**config.mk**
```make
export PLATFORM = sky130hd
export DESIGN_NAME = qam_mixer
export DESIGN_NICKNAME = d
export VERILOG_FILES = /design/src/rtl/qam_mixer.sv
export SDC_FILE = /design/constraint.sdc
export NUM_CORES = 1
export LEC_CHECK = 0
export ABC_AREA = 1
export CORE_ASPECT_RATIO = 0.7
export CORE_MARGIN = 5
export CORE_UTILIZATION = 45
export DETAILED_ROUTE_END_ITERATION = 12
export MAX_ROUTING_LAYER = met4
export PLACE_DENSITY = 0.71
export SYNTH_ARGS = -nofsm -noshare
export SYNTH_HDL_FRONTEND = slang
export SYNTH_SLANG_ARGS = --single-unit
```
**constraint.sdc**
```tcl
create_clock -name clk -period 8.6 [get_ports clk]
set_input_delay 2.58 -clock clk [delete_from_list [all_inputs] [get_ports clk]]
set_output_delay 2.58 -clock clk [all_outputs]
set_load 0.05 [all_outputs]
```
**src/rtl/qam_mixer.sv**
```systemverilog
// Symbol mapper/mixer: maps QPSK or Gray-coded 16-QAM symbols to I/Q amplitudes,
// holds each for SPS cycles and outputs amp_i*lo_cos + amp_q*lo_sin.
module qam_mixer #(
    parameter int LO_W  = 9,
    parameter int SPS   = 16,
    parameter int CNT_W = 16,
    localparam int OUT_W = LO_W + 3
) (
    input  logic             clk,
    input  logic             rst,
    input  logic [LO_W-1:0]  lo_cos,
    input  logic [LO_W-1:0]  lo_sin,
    input  logic             mode,
    input  logic             sym_valid,
    input  logic [3:0]       sym_data,
    output logic             sym_ready,
    output logic [OUT_W-1:0] qam_out,
    output logic             sym_active,
    output logic             underrun,
    output logic [CNT_W-1:0] sym_count
);

    localparam int CW = (SPS > 1) ? $clog2(SPS) : 1;
    localparam logic [CW-1:0] CNT_LOAD = CW'(SPS - 1);

    typedef enum logic {
        IDLE   = 1'b0,
        ACTIVE = 1'b1
    } state_t;

    state_t                  state_reg;
    logic [CW-1:0]           cnt_reg;
    logic signed [2:0]       amp_reg  [2];
    logic signed [2:0]       amp_next [2];
    logic signed [OUT_W-1:0] lo_ext   [2];
    logic signed [OUT_W-1:0] term     [2];
    logic signed [OUT_W-1:0] qam_reg;
    logic signed [OUT_W-1:0] qam_next;
    logic                    underrun_reg;
    logic [CNT_W-1:0]        count_reg;
    logic                    cnt_zero;
    logic                    accept;

    function automatic logic signed [2:0] gray_amp(input logic [1:0] pair);
        case (pair)
            2'b00:   gray_amp = -3'sd3;
            2'b01:   gray_amp = -3'sd1;
            2'b11:   gray_amp = 3'sd1;
            default: gray_amp = 3'sd3;
        endcase
    endfunction

    function automatic logic signed [2:0] qpsk_amp(input logic b);
        qpsk_amp = b ? 3'sd1 : -3'sd1;
    endfunction

    // cnt only reaches zero in the last cycle of a symbol, and idles at zero.
    assign cnt_zero   = (cnt_reg == '0);
    assign sym_ready  = (state_reg == IDLE) || cnt_zero;
    assign accept     = sym_valid && sym_ready;
    assign sym_active = (state_reg == ACTIVE);

    assign lo_ext[0] = $signed({{3{lo_cos[LO_W-1]}}, lo_cos});
    assign lo_ext[1] = $signed({{3{lo_sin[LO_W-1]}}, lo_sin});

    // Axis 0 is I (QPSK bit 1, 16-QAM pair [3:2]); axis 1 is Q (bit 0, pair [1:0]).
    generate
        for (genvar gi = 0; gi < 2; gi++) begin : g_axis
            logic       qpsk_bit;
            logic [1:0] qam_pair;

            assign qpsk_bit     = sym_data[1-gi];
            assign qam_pair     = sym_data[3-2*gi -: 2];
            assign amp_next[gi] = mode ? gray_amp(qam_pair) : qpsk_amp(qpsk_bit);
            // Full product fits in OUT_W, so computing modulo 2^OUT_W is exact.
            assign term[gi]     = $signed({{LO_W{amp_reg[gi][2]}}, amp_reg[gi]}) * lo_ext[gi];
        end
    endgenerate

    assign qam_next = (state_reg == ACTIVE) ? (term[0] + term[1]) : '0;

    always_ff @(posedge clk) begin
        if (rst) begin
            state_reg    <= IDLE;
            cnt_reg      <= '0;
            qam_reg      <= '0;
            underrun_reg <= 1'b0;
            count_reg    <= '0;
            for (int i = 0; i < 2; i++) begin
                amp_reg[i] <= '0;
            end
        end else begin
            qam_reg      <= qam_next;
            underrun_reg <= 1'b0;
            if (accept) begin
                for (int i = 0; i < 2; i++) begin
                    amp_reg[i] <= amp_next[i];
                end
                cnt_reg   <= CNT_LOAD;
                state_reg <= ACTIVE;
                count_reg <= count_reg + 1'b1;
            end else if (state_reg == ACTIVE) begin
                if (cnt_zero) begin
                    state_reg    <= IDLE;
                    underrun_reg <= 1'b1;
                end else begin
                    cnt_reg <= cnt_reg - CW'(1);
                end
            end
        end
    end

    assign qam_out   = qam_reg;
    assign underrun  = underrun_reg;
    assign sym_count = count_reg;

endmodule

```
Yosys cells after proc, flatten, opt, wreduce, memory -nomap -nowiden
Memory sizes are Yosys's and may differ from the RTL's.
Cells that the tools add are included.
Operators by class
  $add $sub $neg: 3
  $mul: 2
  equality and inequality tests: 5
  muxes and demuxes: 20
  bitwise gates (word level): 3
  reduce and logical (&&, ||, !) cells: 9
Operators by type and width (number)
  $mul 3x9->12: 2
  $mux 3: 6
  $pmux 3 s3: 2
  $add 16x1->16 const B: 1
  $add 12x12->12: 1
  $mux 4: 3
  $mux 1: 9
  $eq 2x1->1 const B: 2
  $eq 2x2->1 const B: 2
  $logic_not 2->1: 2
  $logic_not 4->1: 1
  $sub 4x1->4 const B: 1
  $reduce_or 3->1: 1
  $ne 2x1->1 const B: 1
  $or 1x1->1: 2
  $reduce_and 2->1: 1
  $reduce_bool 2->1: 1
  $reduce_or 2->1: 1
  $logic_and 1x1->1: 1
  $logic_or 1x1->1: 1
  $not 1->1: 1
Storage, ports and cells
  flip-flop bits (word level): 34
  RAM bits: 6
  output and inout bits: 31
  logic and storage cells: 48
  memories kept: 1
Memories
  amp_reg: words 2, width 3, read ports 2, clocked after Yosys merged registers in 0, write ports 2, line 33  | logic signed [2:0] amp_reg [2];

Longest topological paths before layout
Gate-level depths: netlist of run 1.
  depth after elaboration: 7
  gate-level depth with buffers: 20

Least setup slack after synthesis of run 1
OpenSTA, ideal clock, no wires.
  kind: input port to flip-flop
  start point: input lo_sin[0]
  end point: register qam_reg[9], in the netlist qam_out[9]
  data arrival time: 5.879 ns
  required time: 8.487 ns
  setup slack: 2.608 ns
  stages: 14
  cells stage by stage: or2_2 fa_1 fa_1 fa_1 fa_1 fa_1 inv_1 nand3_1 nand3_1 nand4_1 nand2_1 nand2_1 nand2_1 nor2_1
On the way
  cells in the longest elaborated chain, start to end: 2
RTL lines
  from (decl): line 12  | input logic [LO_W-1:0] lo_sin,
  $mul 3x9->12: line 76  | assign term[gi] = $signed({{LO_W{amp_reg[gi][2]}}, amp_reg[gi]}) * lo_ext[gi];
  $add 12x12->12: line 80  | assign qam_next = (state_reg == ACTIVE) ? (term[0] + term[1]) : '0;
  to (signal assigned): line 93  | qam_reg <= qam_next;
  to (decl): line 37  | logic signed [OUT_W-1:0] qam_reg;
No other way between the ends.
A chain may end at the register's enable or synchronous reset.

Worst setup path after layout of run 1
Same ends and word-level chain as after synthesis.

==> reports/metrics.yaml, run 1 <==
place:
  io_buffers: 56
  dp_hpwl_um: 6534
  gp_congestion: 0.8548
logic_synthesis:
  netlist_instances: 509
  synth_top_area_frac: 0.2008
  yosysWarnings: 0
  ys_ff_latch: 39
  avgSynthCellArea_um2: 7.247
  synthArstFlopShare: 0
  synth_nets: 603
  synthTopCellsByArea: "fa_1, dfxtp_1, nand2_1"
  yosysTopAreaCell: "fa_1"
  ys_dominant_reg_cell: "dfxtp_1"
  ys_seq_area_frac: 0.2252
  syn_area_mm2: 0.003689
  synth_edf_count: 5
  synthDistinctLibCells: 32
sta:
  grt_setup_unrepaired: "no"
  finalCritPeriodShare: 0.7374
  setup_viol: 0
  hold_violations: 0
  slew_headroom: 0.4580
  skew_ns: 0.006027
  tns_ns: 0
  max_freq_ghz: 0.1577
  tightestPinTransition_ns: 0.8105
  min_period_ns: 6.342
  slew_viol_final: 0
pwr:
  power_density_mw_per_mm2: 180.8
  swShare: 0.3984
  p_sw_w: 0.0003252
  cellLeakagePower_nw: 2.367
  clkPwrFrac: 0.260
  internal-power_w: 0.0004910
  p_seq_frac: 0.260
  comb_power_share: 0.480
  max-vdd-ir-drop_mv: 0.1036
min_path:
  worstHoldPathType: "reg -> reg"
  worstHoldStart: "sym_count[15]$_SDFFE_PP0P_"
  holdPathStages: 2
  hold_end: "sym_count[15]$_SDFFE_PP0P_"
worst_setup_path:
  r2r_end: "qam_out[9]$_SDFF_PP0_"
  arrival_ns: 6.51
  path_common_cell: "fa_1"
  cp_data_required_time_ns: 8.77
  worstReg2RegStart: "amp_reg[0][5]$_SDFFCE_PN0P_"
  worstPathCellList: "clkdlybuf4s50_1, or2_2, fa_1, fa_1, fa_1, fa_1, fa_1, inv_1, nand3_1, nand3_1, nand4_1, nand2_1, nand2_1, nand2_1, nor2_1"
  critPathKind: "in -> reg"
  slowest_delay_ns: 0.58
  cp_max_fo: 5
  endpoint_kind: "register"
  crit_family: "adder cells"
  critical_path.slowest_cell: "fa_1"
  path_buf_inv: 2
  worst_r2r_path_depth: 15
  rrSetupSlack_ns: 4.28
  critPathLaunchType: "input pin"
cells_and_area:
  drive_gt1_frac: 0.04064
  utilization: 0.5686
  diodes: 0
  fillCellCount: 742
  final_nets: 659
  multi_input_area_mm2: 0.002395
  largest_reg_flops: 16
  layout-area-overhead-vs-synth_pct: 22.39
  register_area_um2: 830.8
routing:
  drtIter0Drc: 119
  via_count: 3226
  post-route-drc-count: 0
  antenna_left: 0
  first_pass_iters: 5
  drt-wirelength-per-cell_um: 11.66
  routed_wl_um: 7779
  viasPerCell: 4.837
clock_tree:
  cts_resized: 0
  ctsHoldBuffers: 0
  clk_pin_slew_ns: 0.06
  cts_made_buffers: 5
  clock-sinks: 39
  cts-root-buf: "clkbuf_16"
  clk_latency_ns: 0.27
  cts_max_level: 2
  cts_tree: "yes"
  post_cts_buffers: 0
  cts_buffer_depth: 2
global_routing:
  grt_pass1_vias: 3273
  gr-total-overflow: 0
  grt_max_degree: 20
  grt_pass1_wl_um: 14070
  antenna_found_initial: 0
  grt_util_all_layers: 0.1663
job:
  maxCapViolCount: 0
floorplan:
  die_area_mm2: 0.01014
  core-area_mm2: 0.007939
  die_y_um: 85.75
  rows: 27
  initial_utilization: 0.4646
  die_w_um: 118.2
  ios: 57
outcome:
  outcome: "finished clean"
==> kinds of logic after synthesis <==
| family | Yosys count | synth area share |
|---|---|---|
| fa+ha+maj | 68 | 0.3060 |
| simple gates | 225 | 0.2592 |
| buf+inv | 121 | 0.1255 |
| compound gates | 51 | 0.07225 |
| flops | 39 | 0.2252 |
| xor+xnor | 5 | 0.01187 |
==> worst reg2reg max path, delay by kind of cell, from the launching register on <==
| kind | cells | cell delay [ns] |
|---|---|---|
| buffers and inverters | 2 | 0.45 |
| adder cells (fa/ha/maj) | 5 | 2.51 |
| flip-flops | 1 | 0.32 |
| AND/OR/NAND/NOR | 8 | 0.94 |
==> per-stage QoR <==
| stage | cells | setup WS (ns) | power, W | instance area [µm²] | hold WS (ns) |
|---|---|---|---|---|---|
| 2_1_floorplan | 509 | 2.608 | 0.0005103 | 3689 | 0.4649 |
| 3_3_place_gp | 659 | 1.994 | 0.0006007 | 4340 | 0.4827 |
| 3_5_place_dp | 659 | 1.954 | 0.0006088 | 4340 | 0.4905 |
| 4_1_cts | 667 | 2.233 | 0.0008281 | 4514 | 0.5053 |
| 5_1_grt | 667 | 2.023 | 0.0008966 | 4514 | 0.5431 |
| 6_report | 667 | 2.258 | 0.0008163 | 4514 | 0.5049 |
==> metal layers <==
layer  wire [µm]  GRT usage  share of wire  vias to the layer above
li1            -          -              -                     1651
met1        3674     0.2163           0.47                     1510
met2        3757     0.2751           0.48                       61
met3         314    0.02966          0.040                        4
met4          34    0.03333         0.0044                        0
met5           0          -              0                        -
==> final cells by class <==
| type | count | share of cell area |
|---|---|---|
| clock inverter | 2 | 0.007761 |
| tap | 101 | 0.02799 |
| sequential | 39 | 0.1840 |
| timing repair buffer | 56 | 0.1242 |
| clock buffer | 6 | 0.03076 |
| multi-input combinational | 349 | 0.5305 |
| inverter | 114 | 0.09479 |
==> cell usage in the layout, fill, tap and decap left out, types with 2 or more instances in the layout <==
cell / count
nor2_4: 2
nand4_1: 4
o21ai_0: 18
nand3_1: 15
xnor2_1: 4
inv_1: 110
dfxtp_1: 34
ha_1: 31
clkdlybuf4s50_1: 56
a21o_1: 2
inv_2: 2
fa_1: 37
nor3_1: 5
nand2_1: 128
a21oi_1: 28
clkinv_1: 2
nor3b_1: 2
nand3_2: 2
edfxtp_1: 5
nor2_1: 57
or2_2: 4
nor2_2: 2
clkbuf_16: 5
==> worst max path at each step <==
stage,from,end,cells past startpoint
after floorplan,lo_sin[0],qam_out[9]$_SDFF_PP0_,14
after global placement,lo_sin[0],qam_out[9]$_SDFF_PP0_,15
after detailed placement,lo_sin[0],qam_out[9]$_SDFF_PP0_,15
after CTS,lo_sin[0],qam_out[9]$_SDFF_PP0_,15
after global routing,lo_sin[0],qam_out[9]$_SDFF_PP0_,15
final,lo_sin[0],qam_out[9]$_SDFF_PP0_,15
==> power groups by stage <==
stage	sequential [W]	clock [W]	combinational [W]
2_1_floorplan	0.000246	0	0.000265
3_3_place_gp	0.000217	0	0.000384
3_5_place_dp	0.000216	0	0.000392
4_1_cts	0.000213	0.000218	0.000398
5_1_grt	0.000214	0.000226	0.000456
6_report	0.000212	0.000212	0.000392
==> synthesized netlist by cell type (2+ instances only) <==
cell and instances:
nand2_1 128, inv_1 110, nor2_1 57, fa_1 37, dfxtp_1 34, ha_1 31
a21oi_1 28, o21ai_0 18, nand3_1 15, clkbuf_1 5, edfxtp_1 5, nor3_1 5
nand4_1 4, or2_2 4, xnor2_1 4, a21o_1 2, clkinv_1 2, inv_2 2
nand3_2 2, nor2_2 2, nor2_4 2, nor3b_1 2
No activity file was read; power rests on OpenSTA's default activity.
==> run 2: changes to the inputs <==
- clock period: 8.6 -> 6.3 ns (I/O delays scaled with it)
==> reports/metrics.yaml, run 2 (same netlist as run 1, synthesis figures left out) <==
global_routing:
  grt_util_all_layers: 0.1698
  grt_pass1_vias: 3314
  antenna_found_initial: 0
  grt_max_degree: 20
  grt_pass1_wl_um: 14230
  gr-total-overflow: 0
routing:
  post-route-drc-count: 0
  drt-wirelength-per-cell_um: 12.03
  drtIter0Drc: 142
  routed_wl_um: 8026
  first_pass_iters: 4
  via_count: 3253
  viasPerCell: 4.877
  antenna_left: 0
floorplan:
  core-area_mm2: 0.007939
  initial_utilization: 0.4646
  rows: 27
  die_w_um: 118.2
  die_y_um: 85.75
  ios: 57
  die_area_mm2: 0.01014
pwr:
  max-vdd-ir-drop_mv: 0.1220
  cellLeakagePower_nw: 2.347
  power_density_mw_per_mm2: 237.8
clock_tree:
  cts_made_buffers: 5
  cts_tree: "yes"
  cts_max_level: 2
  cts-root-buf: "clkbuf_16"
  ctsHoldBuffers: 0
  clock-sinks: 39
  post_cts_buffers: 0
  clk_pin_slew_ns: 0.06
  clk_latency_ns: 0.28
  cts_buffer_depth: 2
  cts_resized: 0
cells_and_area:
  register_area_um2: 830.8
  final_cell_mix: "nand2_1, inv_1, nor2_1, clkdlybuf4s50_1, fa_1"
  diodes: 0
  multi_input_area_mm2: 0.002395
  fillCellCount: 745
  layout_commonest_cell: "nand2_1"
  largest_reg_flops: 16
  final_nets: 659
  drive_gt1_frac: 0.03534
  layout-area-overhead-vs-synth_pct: 21.37
place:
  dp_hpwl_um: 6540
  gp_congestion: 0.8548
  io_buffers: 56
sta:
  slew_headroom: 0.4375
  finalCritPeriodShare: 0.8977
  skew_ns: 0.003636
  setup_viol: 0
  hold_violations: 0
  holdWs_ns: 0.4997
  max_freq_ghz: 0.1768
  slew_viol_final: 0
  min_period_ns: 5.656
  tightestPinTransition_ns: 0.8411
  grt_setup_unrepaired: "no"
  tns_ns: 0
worst_setup_path:
  cp_data_required_time_ns: 6.48
  critPathKind: "in -> reg"
  arrival_ns: 5.83
  cp_max_fo: 5
  endpoint_kind: "register"
  path_buf_inv: 2
  slowest_delay_ns: 0.58
  critPathLaunchType: "input pin"
  critical_path.slowest_cell: "fa_1"
  worstPathCellList: "clkdlybuf4s50_1, or2_2, fa_1, fa_1, fa_1, fa_1, fa_1, inv_1, nand3_1, nand3_1, nand4_1, nand2_1, nand2_1, nand2_1, nor2_1"
  crit_family: "adder cells"
  path_common_cell: "fa_1"
job:
  maxCapViolCount: 0
min_path:
  worstHoldPathType: "reg -> reg"
outcome:
  outcome: "finished clean"
## run 2: report_power, final
part	total, W	internal (W)	switching (W)
combinational	0.000536	0.000201	0.000335
sequential	0.000290	0.000273	0.0000170
clock	0.000238	0.000144	0.0000939
## run 2: worst register-to-register path, delay by kind of cell (launching register included)
kind | cells | cell delay, ns
buf+inv | 2 | 0.46
simple gates | 8 | 0.96
fa+ha+maj | 5 | 2.51
flops | 1 | 0.32
## run 2: cell type report
type / count / share of cell area
Inverter: 114 / 0.09558
Clock buffer: 6 / 0.02879
Multi-Input combinational cell: 349 / 0.5349
Tap cell: 101 / 0.02823
Timing Repair Buffer: 56 / 0.1252
Clock inverter: 2 / 0.001677
Sequential cell: 39 / 0.1856
## run 2: through the flow
stage	std cells	setup slack (ns)	cell area [µm²]	power, W	utilization
after detailed placement	659	0.3525	4340	0.0008322	0.5467
after global routing	667	0.3963	4477	0.001172	0.5639
final	667	0.6444	4477	0.001064	0.5639
after CTS	667	0.6298	4477	0.001078	0.5639
after global placement	659	0.3840	4340	0.0008200	0.5467
after floorplan	509	0.9984	3689	0.0006966	-
## run 2: layer usage
metal,part of all wire,vias to the layer above,track usage
met2,0.48,90,0.2797
met5,0,-,-
li1,-,1655,-
met1,0.46,1496,0.2143
met3,0.046,12,0.03164
met4,0.015,0,0.05104
## run 2: worst paths after layout
path | startpoint | endpoint | slack, ns | cells after the start
max | lo_sin[0] | qam_out[9]$_SDFF_PP0_ | 0.64 | 15
max reg2reg | amp_reg[0][5]$_SDFFCE_PN0P_ | qam_out[9]$_SDFF_PP0_ | 1.95 | 15
min | cnt_reg[0]$_SDFFE_PP0P_ | cnt_reg[0]$_SDFFE_PP0P_ | 0.50 | 2
min reg2reg | cnt_reg[0]$_SDFFE_PP0P_ | cnt_reg[0]$_SDFFE_PP0P_ | 0.50 | 2
==> run 3: changes to the inputs <==
- CAP_MARGIN: default -> 0
- CORE_ASPECT_RATIO: 0.7 -> default
- PLACE_DENSITY: 0.71 -> 0.69
==> reports/metrics.yaml, run 3 (same netlist as run 1, synthesis figures left out) <==
sta:
  tns_ns: 0
  slew_viol_final: 0
  setup_viol: 0
  min_period_ns: 5.649
  max_freq_ghz: 0.1770
  hold_violations: 0
  skew_ns: 0.005199
  finalCritPeriodShare: 0.8966
  layout_setup_ws_ns: 0.6514
  tightestPinTransition_ns: 0.7617
  slew_headroom: 0.4906
  grt_setup_unrepaired: "no"
clock_tree:
  cts_made_buffers: 5
  cts_tree: "yes"
  ctsHoldBuffers: 0
  clk_latency_ns: 0.29
  cts_buffer_depth: 2
  cts_resized: 0
  post_cts_buffers: 0
  clk_pin_slew_ns: 0.08
  clock-sinks: 39
  cts-root-buf: "clkbuf_8"
  cts_max_level: 2
worst_setup_path:
  worstReg2RegStart: "amp_reg[0][5]$_SDFFCE_PN0P_"
  critPathLaunchType: "input pin"
  path_buf_inv: 2
  critPathKind: "in -> reg"
  r2r_end: "qam_out[9]$_SDFF_PP0_"
  worstPathCellList: "clkdlybuf4s50_1, or2_2, fa_1, fa_1, fa_1, fa_1, fa_1, inv_1, nand3_1, nand3_1, nand4_1, nand2_1, nand2_1, nand2_1, nor2_1"
  crit_family: "adder cells"
  endpoint_kind: "register"
  cp_max_fo: 5
  cp_data_required_time_ns: 6.49
  rrSetupSlack_ns: 1.93
  path_common_cell: "fa_1"
  arrival_ns: 5.84
  critical_path.slowest_cell: "fa_1"
  slowest_delay_ns: 0.59
  worst_r2r_path_depth: 15
  worst-path-stages: 15
global_routing:
  grt_pass1_wl_um: 13320
  grt_pass1_vias: 3112
  gr-total-overflow: 0
  grt_max_degree: 20
  grt_util_all_layers: 0.1640
  antenna_found_initial: 0
place:
  io_buffers: 56
  dpl_worst_slack_ns: 0.3531
  gp_congestion: 0.8944
  dp_hpwl_um: 6058
  placed_cells: 663
routing:
  viasPerCell: 4.687
  routed_wl_um: 7414
  first_pass_iters: 6
  via_count: 3145
  drtIter0Drc: 120
  antenna_left: 0
  drt-wirelength-per-cell_um: 11.05
  post-route-drc-count: 0
cells_and_area:
  finalNonFillerCells: 671
  layout_commonest_cell: "nand2_1"
  fillCellCount: 789
  drive_gt1_frac: 0.04064
  layout-area-overhead-vs-synth_pct: 21.51
  diodes: 0
  largest_reg_flops: 16
  final_cell_mix: "nand2_1, inv_1, nor2_1, clkdlybuf4s50_1, fa_1"
  final_nets: 659
pwr:
  power_density_mw_per_mm2: 238.2
  max-vdd-ir-drop_mv: 0.1004
  power_w: 0.001067
  cellLeakagePower_nw: 2.345
floorplan:
  core-area_mm2: 0.008093
  initial_utilization: 0.4558
  die_w_um: 100.5
  die_area_mm2: 0.01011
  ios: 57
  die_y_um: 100.5
  rows: 33
min_path:
  worstHoldPathType: "reg -> reg"
  holdPathStages: 2
  hold_end: "sym_count[15]$_SDFFE_PP0P_"
  worstHoldStart: "sym_count[15]$_SDFFE_PP0P_"
job:
  maxCapViolCount: 0
outcome:
  outcome: "finished clean"
[run 3: power by group]
group / total [W] / switching [W] / internal, W
registers: 0.000290 / 0.0000170 / 0.000273
logic: 0.000529 / 0.000329 / 0.000200
clock network: 0.000248 / 0.0000905 / 0.000158
[run 3: final cells by class]
class / instances / area, µm² / area share
Clock inverter: 3 / 67.56 / 0.01508
Multi-Input combinational cell: 349 / 2395 / 0.5343
Timing Repair Buffer: 56 / 560.5 / 0.1251
Inverter: 114 / 427.9 / 0.09548
Clock buffer: 5 / 68.82 / 0.01535
Sequential cell: 39 / 830.8 / 0.1854
Tap cell: 105 / 131.4 / 0.02931
[run 3: routing by layer]
layer,global-route usage,share of wire
met3,0.02491,0.046
met4,0.03834,0.012
met1,0.2123,0.46
met2,0.2722,0.48
met5,-,0
[run 3: how the worst max path moves through the flow]
stage,from,endpoint,slack [ns]
5_1_grt,lo_sin[0],qam_out[9]$_SDFF_PP0_,0.45
6_report,lo_sin[0],qam_out[9]$_SDFF_PP0_,0.65
4_1_cts,lo_sin[0],qam_out[9]$_SDFF_PP0_,0.64
2_1_floorplan,lo_sin[0],qam_out[9]$_SDFF_PP0_,1.0
3_3_place_gp,lo_sin[0],qam_out[9]$_SDFF_PP0_,0.40
3_5_place_dp,lo_sin[0],qam_out[9]$_SDFF_PP0_,0.35
[run 3: tightest hold or removal path: stages, from the launching register on]
cell	delay, ns
dfxtp_1	0.34
nand2_1	0.07
a21oi_1	0.05
[run 3: through the flow]
step / utilization / hold WS, ns / cell area, µm²
after floorplan: - / 0.4649 / 3689
after global placement: 0.5370 / 0.4856 / 4345
after detailed placement: 0.5370 / 0.4884 / 4345
after CTS: 0.5538 / 0.5022 / 4482
after global routing: 0.5538 / 0.5400 / 4482
final: 0.5538 / 0.4990 / 4482
